**src/rtl/ransac_pkg.sv**
```systemverilog
// ransac_pkg: shared types and constants for the RANSAC point receiver.
//  - SYNC_BYTE_DEF : default header sync byte
//  - err_e         : error codes reported on err_code
//  - state_e       : receiver FSM states
//  - field slicing constants for header and point words
package ransac_pkg;

  localparam logic [7:0] SYNC_BYTE_DEF = 8'hA5;

  typedef enum logic [1:0] {
    ERR_NONE  = 2'd0,
    ERR_SYNC  = 2'd1,
    ERR_COUNT = 2'd2,
    ERR_CSUM  = 2'd3
  } err_e;

  typedef enum logic [2:0] {
    IDLE  = 3'd0,
    LOAD  = 3'd1,
    CHECK = 3'd2,
    DRAIN = 3'd3,
    READY = 3'd4
  } state_e;

  // header word: {sync[31:24], ignored[23:16], n[15:0]}
  localparam int HDR_SYNC_LSB = 24;
  localparam int HDR_N_LSB    = 0;
  localparam int HDR_N_W      = 16;

  // point word: {x[31:16], y[15:0]}
  localparam int PT_X_LSB = 16;
  localparam int PT_Y_LSB = 0;

endpackage

```
**src/rtl/ransac_point_ram.sv**
```systemverilog
// ransac_point_ram: DEPTH x W simple dual-port RAM, synchronous write and
// synchronous read (1-cycle latency).
//  CLOCK_50 : clock
//  we/waddr/wdata : write port
//  raddr/rdata    : read port, rdata valid after the edge that samples raddr
module ransac_point_ram #(
  parameter int DEPTH = 64,
  parameter int W     = 32,
  parameter int AW    = $clog2(DEPTH)
) (
  input  logic          CLOCK_50,
  input  logic          we,
  input  logic [AW-1:0] waddr,
  input  logic [W-1:0]  wdata,
  input  logic [AW-1:0] raddr,
  output logic [W-1:0]  rdata
);

  logic [W-1:0] mem [DEPTH];

  always_ff @(posedge CLOCK_50) begin
    if (we) mem[waddr] <= wdata;
    rdata <= mem[raddr];
  end

endmodule

```
**src/rtl/ransac_point_rx.sv**
```systemverilog
// ransac_point_rx: receives a framed 32-bit word stream (header + N points
// [+ XOR checksum]) and holds the points for the RANSAC engine to read by index.
//  CLOCK_50, reset     : clock, async active-high reset
//  in_valid/in_data/in_ready : input word stream
//  frame_valid, n_pts  : stored frame available and its size
//  rd_addr -> rd_x/rd_y: point read, 1-cycle latency, zero when out of range
//  frame_release       : engine done with frame, frees the buffer
//  err_pulse/err_code  : framing error pulse and sticky code
// Optional: define RANSAC_RX_CHECKSUM_EN to expect a trailing XOR checksum word.
module ransac_point_rx
  import ransac_pkg::*;
#(
  parameter int         COORD_W   = 16,
  parameter int         MAX_PTS   = 64,
  parameter logic [7:0] SYNC_BYTE = SYNC_BYTE_DEF
) (
  input  logic                         CLOCK_50,
  input  logic                         reset,
  input  logic                         in_valid,
  input  logic [31:0]                  in_data,
  output logic                         in_ready,
  output logic                         frame_valid,
  output logic [$clog2(MAX_PTS+1)-1:0] n_pts,
  input  logic [$clog2(MAX_PTS)-1:0]   rd_addr,
  output logic [COORD_W-1:0]           rd_x,
  output logic [COORD_W-1:0]           rd_y,
  input  logic                         frame_release,
  output logic                         err_pulse,
  output logic [1:0]                   err_code
);

  localparam int NW = $clog2(MAX_PTS+1);
  localparam int AW = $clog2(MAX_PTS);
  localparam logic [15:0] MAX_N = 16'(MAX_PTS);

  state_e      state_q, state_d;
  logic [15:0] n_q, wr_ptr, drain_cnt, drain_last, hdr_n;
  logic [7:0]  hdr_sync;
  err_e        err_q, err_d;
  logic        err_set, ld_hdr, wr_en, acc, rd_zero_q;
  logic [31:0] rd_q;
`ifdef RANSAC_RX_CHECKSUM_EN
  logic [31:0] csum_q;
`endif

  assign acc      = in_valid & in_ready;
  assign hdr_sync = in_data[HDR_SYNC_LSB +: 8];
  assign hdr_n    = in_data[HDR_N_LSB +: HDR_N_W];

  // oversize frames also swallow the checksum word when it is present
`ifdef RANSAC_RX_CHECKSUM_EN
  assign drain_last = n_q;
`else
  assign drain_last = 16'(n_q - 16'd1);
`endif

  always_comb begin
    state_d = state_q;
    err_set = 1'b0;
    err_d   = err_q;
    ld_hdr  = 1'b0;
    wr_en   = 1'b0;
    case (state_q)
      IDLE: if (acc) begin
        if (hdr_sync != SYNC_BYTE) begin
          err_set = 1'b1;
          err_d   = ERR_SYNC;
        end else if (hdr_n == 16'd0) begin
          err_set = 1'b1;
          err_d   = ERR_COUNT;
        end else if (hdr_n > MAX_N) begin
          err_set = 1'b1;
          err_d   = ERR_COUNT;
          ld_hdr  = 1'b1;
          state_d = DRAIN;
        end else begin
          ld_hdr  = 1'b1;
          state_d = LOAD;
        end
      end
      LOAD: if (acc) begin
        wr_en = 1'b1;
        if (wr_ptr == 16'(n_q - 16'd1)) begin
`ifdef RANSAC_RX_CHECKSUM_EN
          state_d = CHECK;
`else
          state_d = READY;
`endif
        end
      end
`ifdef RANSAC_RX_CHECKSUM_EN
      CHECK: if (acc) begin
        if (in_data == csum_q) begin
          state_d = READY;
        end else begin
          err_set = 1'b1;
          err_d   = ERR_CSUM;
          state_d = IDLE;
        end
      end
`endif
      DRAIN: if (acc && drain_cnt == drain_last) state_d = IDLE;
      READY: if (frame_release) state_d = IDLE;
      default: state_d = IDLE;
    endcase
  end

  always_ff @(posedge CLOCK_50 or posedge reset) begin
    if (reset) begin
      state_q   <= IDLE;
      n_q       <= '0;
      wr_ptr    <= '0;
      drain_cnt <= '0;
      err_pulse <= 1'b0;
      err_q     <= ERR_NONE;
      rd_zero_q <= 1'b1;
`ifdef RANSAC_RX_CHECKSUM_EN
      csum_q    <= '0;
`endif
    end else begin
      state_q   <= state_d;
      err_pulse <= err_set;
      if (err_set) err_q <= err_d;
      if (ld_hdr) begin
        n_q       <= hdr_n;
        wr_ptr    <= '0;
        drain_cnt <= '0;
`ifdef RANSAC_RX_CHECKSUM_EN
        csum_q    <= '0;
`endif
      end else begin
        if (wr_en) begin
          wr_ptr <= wr_ptr + 16'd1;
`ifdef RANSAC_RX_CHECKSUM_EN
          csum_q <= csum_q ^ in_data;
`endif
        end
        if (state_q == DRAIN && acc) drain_cnt <= drain_cnt + 16'd1;
      end
      // range check sampled with the address so it lines up with RAM data
      rd_zero_q <= (state_q != READY) || (16'(rd_addr) >= n_q);
    end
  end

  ransac_point_ram #(.DEPTH(MAX_PTS), .W(32), .AW(AW)) u_ram (
    .CLOCK_50 (CLOCK_50),
    .we       (wr_en),
    .waddr    (wr_ptr[AW-1:0]),
    .wdata    (in_data),
    .raddr    (rd_addr),
    .rdata    (rd_q)
  );

  assign in_ready    = (state_q != READY);
  assign frame_valid = (state_q == READY);
  assign n_pts       = frame_valid ? n_q[NW-1:0] : '0;
  assign err_code    = err_q;
  // current frame_valid also gates, so data vanishes the cycle after release
  assign rd_x = (rd_zero_q || !frame_valid) ? '0 : rd_q[PT_X_LSB +: COORD_W];
  assign rd_y = (rd_zero_q || !frame_valid) ? '0 : rd_q[PT_Y_LSB +: COORD_W];

endmodule
```
**config.mk**
```make
export PLATFORM = sky130hd
export DESIGN_NAME = ransac_point_rx
export DESIGN_NICKNAME = d
export VERILOG_FILES = /design/src/rtl/ransac_pkg.sv /design/src/rtl/ransac_point_ram.sv /design/src/rtl/ransac_point_rx.sv
export SDC_FILE = /design/constraint.sdc
export NUM_CORES = 2
export LEC_CHECK = 0
export BUFFER_PORTS_ARGS = -buffer_cell sky130_fd_sc_hd__buf_2
export CORE_ASPECT_RATIO = 1.5
export CORE_MARGIN = 5
export CORE_UTILIZATION = 45
export CTS_BUF_LIST = sky130_fd_sc_hd__clkbuf_2 sky130_fd_sc_hd__clkbuf_4 sky130_fd_sc_hd__clkbuf_8
export DETAILED_ROUTE_END_ITERATION = 7
export SYNTH_ARGS = -nofsm -noshare
export SYNTH_HDL_FRONTEND = slang
export SYNTH_SLANG_ARGS = --single-unit
```
**constraint.sdc**
```tcl
create_clock -name CLOCK_50 -period 4.85 [get_ports CLOCK_50]
set_clock_uncertainty 0.2 [all_clocks]
set_input_delay 0.97 -clock CLOCK_50 [delete_from_list [all_inputs] [get_ports CLOCK_50]]
set_output_delay 0.97 -clock CLOCK_50 [all_outputs]
set_load 0.02 [all_outputs]
```
==> flow_summary_export.csv <==
group,metric,value,unit
sta,slew_headroom,0.232,
clock_tree,postCtsResizedCells,0,
floorplan,fp.coreArea,182000,um2
yosys,yosys_most_used_dff,"edfxtp_1",
yosys,syn_area,82200,um2
cells_and_area,multiInputGateArea,18300,um2
setup_path,r2r_cells,9,
setup_path,crit_path_end_kind,"output pin",
sta,fin_crit_sh,0.909,
power_and_ir_drop,ir_drop,219,uV
clock_tree,cts_buffer_depth,4,
yosys,synthCells,3439,
cells_and_area,fillers,14300,
cells_and_area,seq_area,63500,um2
yosys,syn_avg_cell_area,23.9,um2
sta,fin_ws,0.441,ns
floorplan,die_h,533,um
sta,slew_violations,0,
placed_design,place_congestion,0.794,
global_routing,overflow,0,
setup_path,start_kind,"flip-flop",
global_routing,grt.total_usage,0.225,
floorplan,rows,192,
route,route.detailed.drc,0,
setup_path,critPathRequiredTime,3.68,ns
yosys,ys_warn_count,0,
setup_path,r2r-end,"state_q[0]",
sta,max_freq,227,MHz
clock_tree,cts_made_buffers,319,
sta,worst_slew_pin_slew,1.15,ns
clock_tree,cts_tree,"yes",
route,viasPerCell,5.96,
min_path,hold_class,"input pin to async pin",
floorplan,die_area,191000,um2
route,vias,39100,
yosys,yosysSeqAreaShare,0.773,
setup_path,r2r_slack,1.29,ns
setup_path,worstPathArrival,3.24,ns
flow_run,max_cap_viol_count,0,
clock_tree,cts_max_level,5,
sta,period_needed,4.41,ns
route,drt_iter0_drc,4131,
yosys,synth_edf_count,2048,
global_routing,grt_pass1_vias,40700,
clock_tree,cts-root-buf,"clkbuf_8",
sta,hold_viol_final,0,
status,status,"completed",
route,drtAntennaViolNets,0,
cells_and_area,drive_gt1_frac,0.379,
yosys,synth.net_count,3490,
clock_tree,clkTransAtPathRegs,0.06,ns
sta,setup_tns,0,ns
global_routing,grt_max_degree,76,
route,routedWlPerCell,33.0,um
floorplan,pin_count,86,
floorplan,initial_utilization,0.451,
clock_tree,hold_buffers,0,
cells_and_area,fin_util,0.516,
global_routing,grt_pass1_wl,306000,um
clock_tree,post_cts_buffers,0,
yosys,synth_cell_types,58,
yosys,async_flop_share,0.0258,
placed_design,io_buffer_count,85,
placed_design,pre_cts_slack,0.791,ns
clock_tree,clock_latency,0.91,ns
placed_design,dp_hpwl,124000,um
clock_tree,clock_sinks,2135,
route,first_pass_iters,6,
global_routing,antenna_found_initial,15,
cells_and_area,fin_nets,3928,
setup_path,path_max_fanout,18,
sta,setup_viol,0,
cells_and_area,area_growth,14.4,%
setup_path,reg2reg_from,"n_q[0]",
floorplan,die_x,359,um
sta,grt_setup_unrepaired,"no",
route,postRouteWirelength,217000,um
power_and_ir_drop,cellLeakagePower,29.8,nW
power_and_ir_drop,power.density,391,nW/um2
setup_path,crit_type,"flip-flop to output pin",
yosys,ys_ff_latch,2135,
==> sequential cells by signal, indices dropped and copies added (netlist names), 2 cells and up <==
register     flops
drain_cnt       16
err_code         2
n_q             16
state_q          3
u_ram.mem     2048
u_ram.rdata     32
wr_ptr          16
==> cell type report <==
cell class | instances | share of cell area
timing repair buffer | 297 | 0.0284
sequential | 2135 | 0.676
clock buffer | 464 | 0.0602
inverter | 13 | 0.000519
tap | 2425 | 0.0323
antenna | 7 | 0.000186
multi-input combinational | 1111 | 0.195
clock inverter | 114 | 0.00734
==> kinds of logic after synthesis <==
family                     after synthesis  share of synthesized area
muxes                                  691                      0.186
adders and majority gates                9                    0.00137
DFF                                   2135                      0.773
buffers and inverters                  193                    0.00994
AOI/OAI and AO/OA                       64                    0.00466
xor gates and xnor gates                62                    0.00763
and+or+nand+nor                        285                     0.0176
==> layer usage <==
layer,vias up,global-route usage,part of all wire
li1,15600,-,-
met4,2,0.0611,0.026
met5,-,0,0.000060
met1,21500,0.299,0.39
met2,1632,0.389,0.52
met3,328,0.0366,0.070
==> per-stage QoR <==
step	hold WS, ns	instance area [um2]	power (mW)	cells
after floorplan	0.290	82200	21.7	3439
after global placement	0.311	87600	22.5	5981
after detailed placement	0.322	87600	22.5	5981
after CTS	0.0153	94000	37.1	6559
after global routing	0.104	94000	37.9	6561
final	0.0650	94000	36.7	6566
==> Yosys cell counts, types with 12 or more instances <==
master / instances / area [um2]
a21oi_1: 14 / 70.1
and2_1: 33 / 206
buf_1: 21 / 78.8
buf_2: 61 / 305
clkbuf_1: 95 / 357
dfrtp_1: 54 / 1350
dfxtp_1: 32 / 641
edfxtp_1: 2048 / 61500
inv_1: 13 / 48.8
mux2_2: 16 / 180
mux4_2: 666 / 15000
nand2_1: 46 / 173
nand4_1: 12 / 75.1
nor2_1: 119 / 447
o21ai_0: 26 / 130
xnor2_1: 28 / 245
xor2_1: 28 / 245
==> critical path: stages (launching register included) <==
cell,delay [ns]
dfrtp_1,0.48
or3b_2,0.66
nor2_4,0.55
buf_4,0.30
and2_1,0.15
buf_2,0.16
==> placed cells by master (no fill, tap or decap), drive strengths merged, types with 27 or more instances in the layout <==
cell type  count
buf          296
xnor2         28
mux4         666
edfxtp      2048
nand2         46
xor2          28
clkinv        92
dfxtp         32
and2          33
o21ai         27
clkbuf       465
dfrtp         54
nor2         119
==> worst max path at each step <==
stage,cells past startpoint,slack (ns),endpoint,from
6_report,5,0.44,rd_x[11],state_q[0]
5_1_grt,5,0.24,rd_x[11],state_q[0]
4_1_cts,5,0.32,rd_x[11],state_q[0]
3_5_place_dp,8,0.79,u_ram.rdata[5],rd_addr[0]
3_3_place_gp,8,0.82,u_ram.rdata[5],rd_addr[0]
2_1_floorplan,7,0.75,wr_ptr[15],in_valid
==> where the power goes <==
part           total, mW  leakage, nW  internal [mW]  switching [mW]
Clock               14.6         3.35           7.83            6.81
Combinational       1.68         7.08          0.737           0.942
Sequential          20.4         19.4           20.3           0.129
Total               36.7         29.8           28.8            7.88
No activity file was read; power rests on OpenSTA's default activity.
